===== src/rtl/lsm_seq_pkg.sv =====
// Shared definitions for the load/store-multiple sequencer.
// FSM encodings, writeback-select codes and the word size.
package lsm_seq_pkg;

    typedef enum logic [1:0] {
        LSM_IDLE  = 2'd0,
        LSM_XFER  = 2'd1,
        LSM_WBACK = 2'd2
    } lsm_state_e;

    localparam logic WSEL_MEM = 1'b0;
    localparam logic WSEL_WB  = 1'b1;

    localparam int WORD_BYTES = 4;

endpackage


===== src/rtl/lsm_seq_prio_enc.sv =====
// Register-list priority encoder: lowest set index and popcount.
// Purely combinational.
module lsm_seq_prio_enc #(
    parameter int NREG = 16
) (
    input  logic [NREG-1:0] list_i,
    output logic [3:0]      idx_o,
    output logic [4:0]      cnt_o
);

    // Scan high to low so the lowest set bit is the last writer.
    always_comb begin
        idx_o = '0;
        cnt_o = '0;
        for (int i = NREG - 1; i >= 0; i--) begin
            if (list_i[i]) begin
                idx_o = 4'(i);
            end
            cnt_o = cnt_o + 5'(list_i[i]);
        end
    end

endmodule


===== src/rtl/lsm_seq.sv =====
// LDM/STM/PUSH/POP sequencer: one memory beat per listed register.
// Define LSM_DB_EN to honour dec_before (decrement-before addressing).
module lsm_seq
    import lsm_seq_pkg::*;
#(
    parameter int ADDR_W = 32,
    parameter int NREG   = 16
) (
    input  logic              clk,
    input  logic              rst,
    input  logic              start,
    input  logic              is_load,
    input  logic              dec_before,
    input  logic              wback,
    input  logic [NREG-1:0]   reg_list,
    input  logic [3:0]        base_reg,
    input  logic [ADDR_W-1:0] base_addr,
    input  logic              mem_ack,
    output logic              busy,
    output logic              done,
    output logic              err,
    output logic              mem_req,
    output logic              mem_we,
    output logic [ADDR_W-1:0] mem_addr,
    output logic [3:0]        rf_addr,
    output logic              rf_w_en,
    output logic              rf_wsel,
    output logic [ADDR_W-1:0] wb_value
);

    lsm_state_e        state_q;
    logic [NREG-1:0]   list_q;
    logic              load_q;
    logic [3:0]        base_q;
    logic              wb_en_q;
    logic [ADDR_W-1:0] addr_q;
    logic [ADDR_W-1:0] wb_q;
    logic              done_q;
    logic              err_q;

    logic [NREG-1:0]   enc_list;
    logic [3:0]        enc_idx;
    logic [4:0]        enc_cnt;
    logic [ADDR_W-1:0] span;
    logic [NREG-1:0]   list_d;
    logic              use_db;
    logic              bad_req;
    logic              wb_hit;

    // In IDLE the encoder sees the incoming list so its count sizes the span.
    assign enc_list = (state_q == LSM_IDLE) ? reg_list : list_q;

    lsm_seq_prio_enc #(.NREG(NREG)) u_enc (
        .list_i (enc_list),
        .idx_o  (enc_idx),
        .cnt_o  (enc_cnt)
    );

    assign span   = ADDR_W'(enc_cnt) * ADDR_W'(WORD_BYTES);
    assign list_d = list_q & (list_q - NREG'(1));
    assign wb_hit = is_load && reg_list[base_reg];

`ifdef LSM_DB_EN
    assign use_db  = dec_before;
    assign bad_req = (reg_list == '0);
`else
    assign use_db  = 1'b0;
    assign bad_req = (reg_list == '0) || dec_before;
`endif

    // Sequencer FSM: launch, walk the list one beat per ack, optional writeback.
    always_ff @(posedge clk or negedge rst) begin
        if (!rst) begin
            state_q <= LSM_IDLE;
            list_q  <= '0;
            load_q  <= 1'b0;
            base_q  <= '0;
            wb_en_q <= 1'b0;
            addr_q  <= '0;
            wb_q    <= '0;
            done_q  <= 1'b0;
            err_q   <= 1'b0;
        end else begin
            done_q <= 1'b0;
            err_q  <= 1'b0;
            unique case (state_q)
                LSM_IDLE: begin
                    if (start) begin
                        if (bad_req) begin
                            err_q <= 1'b1;
                        end else begin
                            list_q  <= reg_list;
                            load_q  <= is_load;
                            base_q  <= base_reg;
                            wb_en_q <= wback && !wb_hit;
                            addr_q  <= use_db ? base_addr - span : base_addr;
                            wb_q    <= use_db ? base_addr - span
                                              : base_addr + span;
                            state_q <= LSM_XFER;
                        end
                    end
                end
                LSM_XFER: begin
                    if (mem_ack) begin
                        list_q <= list_d;
                        addr_q <= addr_q + ADDR_W'(WORD_BYTES);
                        if (list_d == '0) begin
                            if (wb_en_q) begin
                                state_q <= LSM_WBACK;
                            end else begin
                                state_q <= LSM_IDLE;
                                done_q  <= 1'b1;
                            end
                        end
                    end
                end
                LSM_WBACK: begin
                    state_q <= LSM_IDLE;
                    done_q  <= 1'b1;
                end
                default: state_q <= LSM_IDLE;
            endcase
        end
    end

    // Port drives decoded from the registered state; load strobe follows ack.
    always_comb begin
        busy     = (state_q != LSM_IDLE);
        mem_req  = (state_q == LSM_XFER);
        mem_we   = mem_req && !load_q;
        mem_addr = mem_req ? addr_q : '0;
        rf_addr  = '0;
        rf_wsel  = WSEL_MEM;
        rf_w_en  = mem_req && load_q && mem_ack;
        if (state_q == LSM_XFER) begin
            rf_addr = enc_idx;
        end
        if (state_q == LSM_WBACK) begin
            rf_addr = base_q;
            rf_wsel = WSEL_WB;
            rf_w_en = 1'b1;
        end
        done     = done_q;
        err      = err_q;
        wb_value = wb_q;
    end

endmodule


===== config.mk =====
export PLATFORM = sky130hd
export DESIGN_NAME = lsm_seq
export DESIGN_NICKNAME = d
export VERILOG_FILES = /design/src/rtl/lsm_seq_pkg.sv /design/src/rtl/lsm_seq_prio_enc.sv /design/src/rtl/lsm_seq.sv
export SDC_FILE = /design/constraint.sdc
export NUM_CORES = 1
export LEC_CHECK = 0
export BUFFER_PORTS_ARGS = -buffer_cell sky130_fd_sc_hd__buf_4
export CAP_MARGIN = 40
export CORE_UTILIZATION = 50
export DETAILED_ROUTE_END_ITERATION = 12
export HOLD_SLACK_MARGIN = 0.1
export PLACE_DENSITY_LB_ADDON = 0.25
export SLEW_MARGIN = 5
export SYNTH_ARGS = -nofsm -noshare
export SYNTH_HDL_FRONTEND = slang
export SYNTH_SLANG_ARGS = --single-unit
export TNS_END_PERCENT = 5

===== constraint.sdc =====
create_clock -name clk -period 12.39 [get_ports clk]
set_input_delay 3.717 -clock clk [delete_from_list [all_inputs] [get_ports clk]]
set_output_delay 3.717 -clock clk [all_outputs]
set_load 0.05 [all_outputs]

## Yosys cells after proc, flatten, opt, wreduce, memory -nomap -nowiden

Cells that the tools add are included.

| word-level totals | value |
|---|---|
| bits in registers | 90 |
| input port bits | 59 |
| output and inout port bits | 75 |
| word-level logic and storage cells | 97 |

| cells by class | value |
|---|---|
| add/subtract/negate cells | 18 |
| $lt $le $gt $ge | 1 |
| eq/ne operators | 6 |
| muxes and demuxes | 45 |
| bitwise operators | 2 |
| reduce and logical (&&, ||, !) cells | 16 |

Operators with widths:

| operator | number |
|---|---|
| 32-bit two-way mux | 4 |
| 4-bit two-way mux | 18 |
| 5-bit by 1-bit adder with 5-bit output | 14 |
| 16-bit two-way mux | 4 |
| 32-bit one-hot mux with 2 select lines | 1 |
| 32-bit by 3-bit adder with 32-bit output, second input constant | 1 |
| 32-bit by 7-bit adder with 32-bit output | 1 |
| 16-bit logical NOT | 2 |
| 16-bit one-hot mux with 2 select lines | 1 |
| 16-bit bitwise AND | 1 |
| 16-bit by 1-bit subtractor with 16-bit output, second input constant | 1 |
| 2-bit two-way mux | 5 |
| 1-bit two-way mux | 9 |
| 4-bit AND reduction | 2 |
| 2-bit != test, second input constant | 3 |
| 1-bit logical AND | 5 |
| 4-bit by 5-bit < comparator with 1-bit output, second input constant | 1 |
| 1-bit binary-select mux with 4-bit select | 1 |
| 2-bit one-hot mux with 2 select lines | 1 |
| 2-bit nonzero test | 2 |
| 3-bit AND reduction | 1 |
| 1-bit by 1-bit adder with 2-bit output | 1 |
| 2-bit by 1-bit equality test with 1-bit output, second input constant | 1 |
| 2-bit equality test, second input constant | 1 |
| 6 further kinds | 7 |

## Logic depth before layout (Yosys ltp)

Gate-level depths: netlist of the first run.

| logic depth | value |
|---|---|
| depth after elaboration | 20 |
| depth in mapped cells | 26 |
| depth with buffers taken out | 22 |

## Hierarchy

Synthesis of the first run repeated with hierarchy kept, for this count alone.

| second synthesis, totals | value |
|---|---|
| cell total of the unflattened synthesis | 744 |
| area, all modules | 6541.3 µm² |

Modules (own cells, without submodules):

| module | instances | cells each | area an instance (µm²) |
|---|---|---|---|
| lsm_seq | 1 | 674 | 5980.7 |
| lsm_seq_prio_enc | 1 | 70 | 560.5 |

## Worst setup path before layout of the first run

Ideal clock, no wire load.

| timing path | value |
|---|---|
| path kind | input-to-output |
| from | in reg_list[4] |
| to | out rf_addr[3] |
| data arrival time | 5.634 ns |
| slack | 3.039 ns |
| cell stages on the path | 4 |
| cells stage by stage | mux2i_1 inv_1 or3_1 o31ai_1 |

| on the way | value |
|---|---|
| cells in the longest elaborated chain, start to end | 8 |

Ends and longest elaborated chain:

| element | line | text |
|---|---|---|
| from (decl) | lsm_seq.sv:15 | `input logic [NREG-1:0] reg_list,` |
| 16-bit two-way mux | lsm_seq.sv:51 | `assign enc_list = (state_q == LSM_IDLE) ? reg_list : list_q;` |
| 4-bit two-way mux (5 in series) | lsm_seq_prio_enc.sv:16 | `if (list_i[i]) begin` |
| 4-bit two-way mux | lsm_seq.sv:135 | `if (state_q == LSM_XFER) begin` |
| 4-bit two-way mux | lsm_seq.sv:138 | `if (state_q == LSM_WBACK) begin` |
| to (decl) | lsm_seq.sv:25 | `output logic [3:0] rf_addr,` |

No other way between the ends.

## Worst setup path after layout of the first run

| timing path | value |
|---|---|
| from | in reg_list[15] |
| to | reg wb_q[27], in the netlist wb_value[27] |

| on the way | value |
|---|---|
| cells in the longest elaborated chain, start to end | 17 |
| elaborated cells on any way between the ends | 21 |
| classes of those cells | add/sub (16); mux (1); bitwise (1); reduce/logical (3) |

Ends and longest elaborated chain:

| element | line | text |
|---|---|---|
| 16-bit two-way mux | lsm_seq.sv:51 |  |
| 1-bit by 1-bit adder with 2-bit output | lsm_seq_prio_enc.sv:19 | `cnt_o = cnt_o + 5'(list_i[i]);` |
| 5-bit by 1-bit adder with 5-bit output (14 in series) | lsm_seq_prio_enc.sv:19 |  |
| 32-bit by 7-bit adder with 32-bit output | lsm_seq.sv:98 | `: base_addr + span;` |
| to (signal assigned) | lsm_seq.sv:97 | `wb_q <= use_db ? base_addr - span` |
| to (decl) | lsm_seq.sv:37 | `logic [ADDR_W-1:0] wb_q;` |

Several ways; a longest one is shown, not always the timed one.
A chain may end at the register's enable or synchronous reset.

==> key figures, run 1 <==
Outcome
  • Outcome: finished clean

Worst setup path
  • Startpoint Class: primary input
  • Worst Path Required: approximately 13,000 ps
  • Levels on crit path: 19
  • WP data arrival: 9780 ps
  • Critical path class: primary input to flop
  • CP max stage delay: approximately 730 ps
  • Critical Path Start: reg_list[15]
  • Largest delay share family, worst path: adder cells
  • Slowest cell on the critical path: o21ai_1
  • Reg-to-Reg End: wb_value[27]$_DFFE_PN0P_
  • Worst r2r src: state_q[0]$_DFFE_PN0P_
  • CP Buf/Inv Count: 4
  • Internal reg-to-reg setup slack: between 5000 and 6000 ps
  • Worst Reg-to-Reg Cells: 22
  • Crit path to: wb_value[27]$_DFFE_PN0P_
  • Most used cell, CP: fa_1
  • Largest fanout on the critical path: 10
  • Critical Path, Cell by Cell: buf_4 > a21o_1 > ha_1 > inv_1 > fa_1 > fa_1 > inv_1 > fa_1 > inv_1 > fa_1 > fa_1 > fa_1 > xor2_1 > ha_1 > a21oi_1 > o21ai_1 > nand2_1 > or3_1 > a31oi_1
  • Crit end category: flop

Cells and area
  • Total area of sequential cells: ~0.0023 mm²
  • Commonest non-fill, non-tap cells in the layout: buf_4, nand2_1, dfrtp_1
  • Antenna cells: 0
  • Area Overhead vs Synth: 23.08%
  • Multi-input logic area: roughly 0.004 mm²
  • Nets@finish: 958
  • Final Cell Area: 0.008000 mm²
  • Fill cells: about 1,100
  • Layout cells sized above 1: between 20% and 30%
  • Most common cell after layout, fill and taps aside: buf_4

Global routing
  • Largest net degree at the start of global routing: 92
  • GR Layer Usage met3: under 10%
  • Grt ovf: 0
  • Top Usage Layer GRT: met2
  • GR Util met1: 39.06%
  • Total global-route track usage: 30.39%
  • Vias in the first global route: around 6,300
  • Antenna violations before repair: 0
  • Grt met2 use: about 51%
  • First-pass GRT wire length: 31.54 mm

Yosys
  • FFs w/ async S/R, synth: between 90% and 100%
  • Post-synth EDFFs: 0
  • Cells after synthesis: approximately 760
  • Post-synth top flop: dfrtp_1
  • Post-Syn Area per Cell: between 8 and 9 µm²
  • Synthesized Nets: between 800 and 900
  • Netlist cell types: around 70
  • Synthesized flop and latch total: 90
  • Area of the mapped netlist: between 0.006 and 0.007 mm²
  • Synth Warn #: 0
  • Seq/Total Area, Yosys: roughly a third

Routing
  • # DRC: 0
  • Drt wl/cell: 18.63 µm
  • Post-route ant nets: 0
  • Via density per instance: 6.156
  • Drt first pass iters: 5
  • Vias: approximately 6,500
  • Initial DRC count: roughly 520
  • Detailed Route WL: just under 20 mm

Die
  • Row count: between 40 and 50
  • Core area: 0.01267 mm²
  • IO Count: between 100 and 150
  • Initial Util: about 50%
  • Die area: 0.01346 mm²
  • Die width: between 100 and 150 µm
  • Die Ht: about 120 µm

Timing
  • Hold Vio Cnt, Final: 0
  • Final setup viols: 0
  • Slew HR: between 30% and 40%
  • Unrepaired setup endpoints after global routing: no
  • Slew Viols, Final: 0
  • Worst-Margin Slew: 912.0 ps
  • Final period utilization: 76.72%
  • Crit path time final: roughly 9500 ps
  • Clk_skew: 4.100 ps
  • Fin Setup TNS: 0 ps
  • FMAX: 105.2 MHz

Place
  • Post-DP HPWL: 14.15 mm
  • Routability Congestion: 0.9188
  • Post-DP Area: 0.007661 mm²
  • Port bufs: approximately 130

Run
  • Max-cap viol count: 0

Clock tree
  • Post-CTS Setup Inserts: 0
  • PostCTS Resize Cnt: 0
  • CTS buffer count: 9
  • CTS tree: built
  • Root Driver: clkbuf_16
  • Clk Latency, worst-skew pair: around 360 ps
  • Hold-fix buffers, CTS: 0
  • CTS Sinks: 90
  • Htree depth: 3
  • Clk buf depth: 2
  • Clk slew on worst S/H paths: 70 ps

Min path
  • Hold Path Class: flop to flop
worst min-delay path by stage:
stage,start,end,slack [ps],cells after the start
3_3_place_gp,wb_value[19]$_DFFE_PN0P_,wb_value[19]$_DFFE_PN0P_,460,2
2_1_floorplan,addr_q[31]$_DFFE_PN0P_,addr_q[31]$_DFFE_PN0P_,440,1
5_1_grt,wb_value[26]$_DFFE_PN0P_,wb_value[26]$_DFFE_PN0P_,510,2
6_report,wb_value[22]$_DFFE_PN0P_,wb_value[22]$_DFFE_PN0P_,480,2
4_1_cts,addr_q[31]$_DFFE_PN0P_,addr_q[31]$_DFFE_PN0P_,490,1
3_5_place_dp,base_q[2]$_DFFE_PN0P_,base_q[2]$_DFFE_PN0P_,470,2
cells by family after synthesis:
kind of cell | count (synthesis) | synth area share (%)
xor gates and xnor gates | 24 | 3.234
buffers and inverters | 72 | 4.678
AOI/OAI and AO/OA | 224 | 23.25
and+or+nand+nor | 295 | 22.68
muxes | 24 | 4.697
DFF | 90 | 34.65
adders and majority gates | 29 | 6.814
cell usage after synthesis, drive strengths merged (17+ instances only):
library cell  number  area share [%]
and2              36             3.5
ha                17             3.3
dfrtp             90              35
clkbuf            35             2.0
a211oi            22             2.5
nand3             24             1.8
o21ai             69             5.3
xor2              21             2.8
a21oi             33             2.5
nor2              42             2.4
inv               28             1.6
nand2            108             6.2
flip-flops by register name, summed over array words and instances, names as in the netlist:
register  count
addr_q       32
base_q        4
done          1
err           1
list_q       16
load_q        1
state_q       2
wb_en_q       1
wb_value     32
worst register-to-register path: cells and delay by family, from the launching register on:
family / cells / cell delay, ps
AND/OR/NAND/NOR: 3 / 830
adder cells (fa/ha/maj): 9 / 3800
XOR/XNOR: 1 / 200
flip-flops: 1 / 400
buffers and inverters: 5 / 640
AO/OA/AOI/OAI: 4 / 1260
cell type report:
class | count | share of cell area [%]
repair buffers | 145 | 14.14
clock inverters | 4 | 0.9071
multi-input cells | 596 | 49.42
well taps | 172 | 2.690
inverters | 29 | 1.361
clock buffers | 12 | 3.331
flip-flops and latches | 90 | 28.15
per-layer routing:
metal	wire (µm)	vias up
met5	0	-
met4	521	0
met3	1363	40
met2	9545	310
met1	8096	3108
li1	-	2994
per-stage QoR:
stage / hold slack [ps] / instances / setup slack (ps) / util, %
floorplan: 440.4 / 758 / 3039 / -
global placement: 461.3 / 1027 / 2810 / 59.83
detailed placement: 472.4 / 1032 / 2631 / 60.46
CTS: 485.4 / 1048 / 2942 / 63.14
global route: 505.0 / 1048 / 2575 / 63.14
finish: 477.8 / 1048 / 2885 / 63.14
Power of run 1 is left out: the tool's default activity adds up to more than one toggle a clock period on the data nets, which glitch-free logic cannot reach.
==> run 2: changes to the inputs <==
Clock period 12.39 ns to 8.5 ns, I/O delays scaled along.
==> key figures, run 2 (synthesis results as in run 1) <==
Global routing
  • Antenna violations before repair: 0
  • Grt ovf: 0
  • Vias in the first global route: a little over 6,000
  • First-pass GRT wire length: just over 30 mm
  • Total global-route track usage: between 20% and 30%
  • Largest net degree at the start of global routing: 92

Min path
  • Min-Delay Endpoint: base_q[2]$_DFFE_PN0P_
  • Hold path cells: 2
  • Hold path startpoint: base_q[2]$_DFFE_PN0P_
  • Hold Path Class: flop to flop

Clock tree
  • Clk Latency, worst-skew pair: ~360 ps
  • Htree depth: 3
  • Root Driver: clkbuf_16
  • Post-CTS Setup Inserts: 0
  • Hold-fix buffers, CTS: 0
  • Clk slew on worst S/H paths: roughly 70 ps
  • Clk buf depth: 2
  • CTS tree: built
  • CTS buffer count: 9
  • PostCTS Resize Cnt: 0
  • CTS Sinks: 90

Die
  • Die width: 116.0 µm
  • Initial Util: 51.30%
  • Die Ht: between 100 and 150 µm
  • IO Count: roughly 130
  • Die area: 0.01346 mm²
  • Core area: roughly 0.013 mm²
  • Row count: a little over 40

Cells and area
  • Post-layout util: 63.23%
  • Fill cells: 1,085
  • Most common cell after layout, fill and taps aside: buf_4
  • Nets@finish: between 900 and 1,000
  • Commonest non-fill, non-tap cells in the layout: buf_4, nand2_1, dfrtp_1
  • Area Overhead vs Synth: 23.25%
  • Antenna cells: 0
  • Layout cells sized above 1: between 20% and 30%

Timing
  • Final period utilization: 93.93%
  • Worst hold slack: 478.4 ps
  • Hold Vio Cnt, Final: 0
  • Worst-Margin Slew: roughly 870 ps
  • FMAX: ~130 MHz
  • Fin Setup TNS: 0 ps
  • Slew Viols, Final: 0
  • Slew HR: 41.50%
  • Final setup viols: 0
  • Crit path time final: around 8000 ps
  • Unrepaired setup endpoints after global routing: no
  • Clk_skew: around 12 ps

Outcome
  • Outcome: finished clean

Routing
  • Met2 wire len: about 9.0 mm
  • Vias: around 6,400
  • Via density per instance: between 6 and 7
  • Met3 wire length: ~1.5 mm
  • DRT met1 WL: 8.184 mm
  • Detailed Route WL: between 15 and 20 mm
  • Drt first pass iters: 5
  • DR top layer: met4
  • Post-route ant nets: 0
  • Drt wl/cell: about 18 µm
  • # DRC: 0
  • Initial DRC count: between 600 and 700

Worst setup path
  • Largest fanout on the critical path: 7
  • Internal reg-to-reg setup slack: ~1500 ps
  • Reg-to-Reg End: wb_value[28]$_DFFE_PN0P_
  • CP max stage delay: ~550 ps
  • Critical path class: primary input to flop
  • Worst Reg-to-Reg Cells: 22
  • Largest delay share family, worst path: adder cells
  • Worst r2r src: state_q[0]$_DFFE_PN0P_
  • Levels on crit path: 20
  • Startpoint Class: primary input
  • Critical Path, Cell by Cell: buf_4 > a21o_1 > ha_1 > inv_1 > fa_1 > fa_1 > inv_1 > fa_1 > inv_1 > fa_1 > fa_1 > fa_1 > inv_1 > fa_1 > nor2b_1 > o21ai_0 > a21boi_1 > o211ai_1 > or3_1 > a31oi_1
  • Most used cell, CP: fa_1
  • CP Buf/Inv Count: 5
  • Crit end category: flop
  • Slowest cell on the critical path: fa_1
  • Worst Path Required: about 9000 ps
  • WP data arrival: roughly 8300 ps

Run
  • Max-cap viol count: 0

Place
  • Post-DP HPWL: between 10 and 15 mm
  • Routability Congestion: 0.9593
  • Port bufs: 133
==> run 2: cell count changes in the layout (fill, tap and decap cells not counted) <==
cell,previous run,this run
buf_6,0,3
clkbuf_8,3,0
buf_12,1,0
buf_4,141,142
buf_8,1,0
bufinv_16,2,3
clkbuf_1,0,1
clkdlybuf4s15_2,0,1
clkdlybuf4s18_2,1,0
clkinv_2,1,0
clkinvlp_4,1,2
inv_6,0,1
==> run 2: how the worst max path moves through the flow <==
stage                 startpoint                  endpoint
floorplan           reg_list[15]  wb_value[30]$_DFFE_PN0P_
global placement    reg_list[15]  wb_value[28]$_DFFE_PN0P_
detailed placement  reg_list[15]  wb_value[28]$_DFFE_PN0P_
CTS                 reg_list[15]  wb_value[28]$_DFFE_PN0P_
global route        reg_list[14]  wb_value[28]$_DFFE_PN0P_
finish              reg_list[15]  wb_value[28]$_DFFE_PN0P_
==> run 2: layout make-up <==
cell class                 instances  area, µm²  share of cell area (%)
timing repair buffer             147       1139                   14.21
multi-input combinational        596       3954                   49.35
clock buffer                      10      229.0                   2.858
sequential                        90       2252                   28.11
tap                              172      215.2                   2.686
inverter                          29      108.9                   1.359
clock inverter                     6      113.9                   1.421
==> run 2: metal layers <==
| layer | global-route usage [%] | up-vias |
|---|---|---|
| met5 | 0 | - |
| met4 | 12.22 | 0 |
| met3 | 5.858 | 39 |
| met2 | 48.17 | 281 |
| met1 | 39.49 | 3059 |
| li1 | - | 3000 |
==> run 2: per-stage QoR <==
stage / worst slack [ps] / area (µm²) / cells
final: 516.2 / 8011 / 1050
after global routing: 167.4 / 8011 / 1050
after detailed placement: 141.8 / 7669 / 1034
after CTS: 510.3 / 8011 / 1050
after global placement: 299.8 / 7596 / 1029
after floorplan: 426.2 / 6500 / 758
==> run 2: worst register-to-register path: cells and delay by family (launching register included) <==
family          cells  cell delay [ps]
compound gates      5             1070
fa+ha+maj           9             4380
buf+inv             5              340
flops               1              410
simple gates        3              670
Power of run 2 is left out for the same reason.
==> run 3: changes to the inputs <==
Settings changed: CORE_ASPECT_RATIO from default to 0.7, PLACE_DENSITY_LB_ADDON 0.25 to 0.2.
==> key figures, run 3 (synthesis results as in run 1) <==
Cells and area
  • Fill cells: around 1,100
  • Commonest non-fill, non-tap cells in the layout: buf_4, nand2_1, dfrtp_1
  • Multi-input logic area: between 0.003 and 0.004 mm²
  • Most common cell after layout, fill and taps aside: buf_4
  • Area Overhead vs Synth: 22.71%
  • Layout cells sized above 1: 22.18%
  • Nets@finish: about 960
  • Total area of sequential cells: 0.002252 mm²
  • Antenna cells: 0

Routing
  • Drt wl/cell: between 15 and 20 µm
  • DR top layer: met4
  • Post-route ant nets: 0
  • Vias: between 6,000 and 7,000
  • DRT met1 WL: 9.655 mm
  • Met3 wire length: 1.959 mm
  • Met2 wire len: about 8.9 mm
  • Detailed Route WL: 20.75 mm
  • Via density per instance: roughly 6.3
  • # DRC: 16
  • Initial DRC count: between 600 and 700
  • Drt first pass iters: 9

Global routing
  • Largest net degree at the start of global routing: a little under 70
  • Antenna violations before repair: 0
  • Vias in the first global route: 6,155
  • First-pass GRT wire length: 33.17 mm
  • Total global-route track usage: roughly 31%
  • Grt ovf: 0

Timing
  • Final period utilization: approximately 94%
  • Slew Viols, Final: 0
  • Crit path time final: about 8000 ps
  • Worst-Margin Slew: approximately 850 ps
  • Hold Vio Cnt, Final: 0
  • Unrepaired setup endpoints after global routing: no
  • Fin Setup TNS: 0 ps
  • Final worst setup slack: between 500 and 600 ps
  • Slew HR: 43.39%
  • Clk_skew: approximately 12 ps
  • FMAX: between 100 and 150 MHz
  • Final setup viols: 0

Die
  • IO Count: around 130
  • Core area: around 0.013 mm²
  • Initial Util: a little over 50%
  • Die width: about 140 µm
  • Die Ht: a little under 100 µm
  • Die area: around 0.013 mm²
  • Row count: 34

Clock tree
  • Root Driver: clkbuf_16
  • Clk Latency, worst-skew pair: ~350 ps
  • CTS Sinks: 90
  • CTS tree: built
  • CTS buffer count: 9
  • Clk buf depth: 2
  • Clk slew on worst S/H paths: 70 ps
  • Hold-fix buffers, CTS: 0
  • Post-CTS Setup Inserts: 0
  • Htree depth: 3
  • PostCTS Resize Cnt: 0

Place
  • Routability Congestion: 0.9227
  • Setup WS pre-CTS: approximately 260 ps
  • Port bufs: roughly 130
  • Post-DP HPWL: approximately 15 mm

Worst setup path
  • Crit end category: flop
  • Critical path class: primary input to flop
  • Most used cell, CP: fa_1
  • WP data arrival: between 8000 and 9000 ps
  • Startpoint Class: primary input
  • Largest fanout on the critical path: 7
  • Worst Path Required: just under 9000 ps
  • CP max stage delay: between 500 and 600 ps
  • Critical Path, Cell by Cell: buf_4 > mux2i_1 > ha_1 > inv_1 > fa_1 > fa_1 > inv_1 > fa_1 > inv_1 > fa_1 > fa_1 > fa_1 > inv_1 > fa_1 > nor2b_1 > o21ai_0 > a21boi_1 > o211ai_1 > or3_1 > a31oi_1
  • Slowest cell on the critical path: fa_1

Run
  • Max-cap viol count: 0

Outcome
  • Violated checks: design-rule violations
  • Outcome: finished with violations

Min path
  • Hold Path Class: flop to flop
run 3: through the flow:
step	utilization (%)	hold WS [ps]	area, µm²	cells
after CTS	63.56	487.0	7976	1041
final	63.56	483.3	7976	1041
after global placement	60.57	462.0	7601	1022
after detailed placement	60.97	470.4	7651	1025
after floorplan	-	440.4	6500	758
after global routing	63.56	513.6	7976	1041
run 3: final timing paths:
path | cells past startpoint | to | slack [ps] | startpoint
min in group asynchronous | 1 | addr_q[14]$_DFFE_PN0P_ | 2130 | rst
worst max register to register | 23 | wb_value[24]$_DFFE_PN0P_ | 1630 | state_q[1]$_DFFE_PN0P_
worst min-delay path | 2 | wb_value[3]$_DFFE_PN0P_ | 480 | wb_value[3]$_DFFE_PN0P_
worst max-delay path | 20 | wb_value[24]$_DFFE_PN0P_ | 520 | reg_list[14]
max in group asynchronous | 2 | list_q[3]$_DFFE_PN0P_ | 5190 | rst
worst min register to register | 2 | wb_value[3]$_DFFE_PN0P_ | 480 | wb_value[3]$_DFFE_PN0P_
run 3: critical path: cells and delay by family:
family | cells | cell delay, ps
buf+inv | 5 | 380
mux | 1 | 260
compound gates | 4 | 780
simple gates | 2 | 530
fa+ha+maj | 8 | 3730
run 3: layout make-up:
cell class                 count  share of cell area (%)
inverter                      29                   1.365
clock inverter                 7                   1.255
timing repair buffer         148                   14.27
sequential                    90                   28.24
clock buffer                   9                   2.824
tap                          162                   2.541
multi-input combinational    596                   49.51
run 3: routing by layer:
| layer | track usage (%) | vias up |
|---|---|---|
| li1 | - | 3005 |
| met1 | 47.16 | 3158 |
| met2 | 46.15 | 366 |
| met3 | 6.111 | 27 |
| met4 | 6.828 | 0 |
| met5 | 0 | - |
Power of run 3 is left out for the same reason.
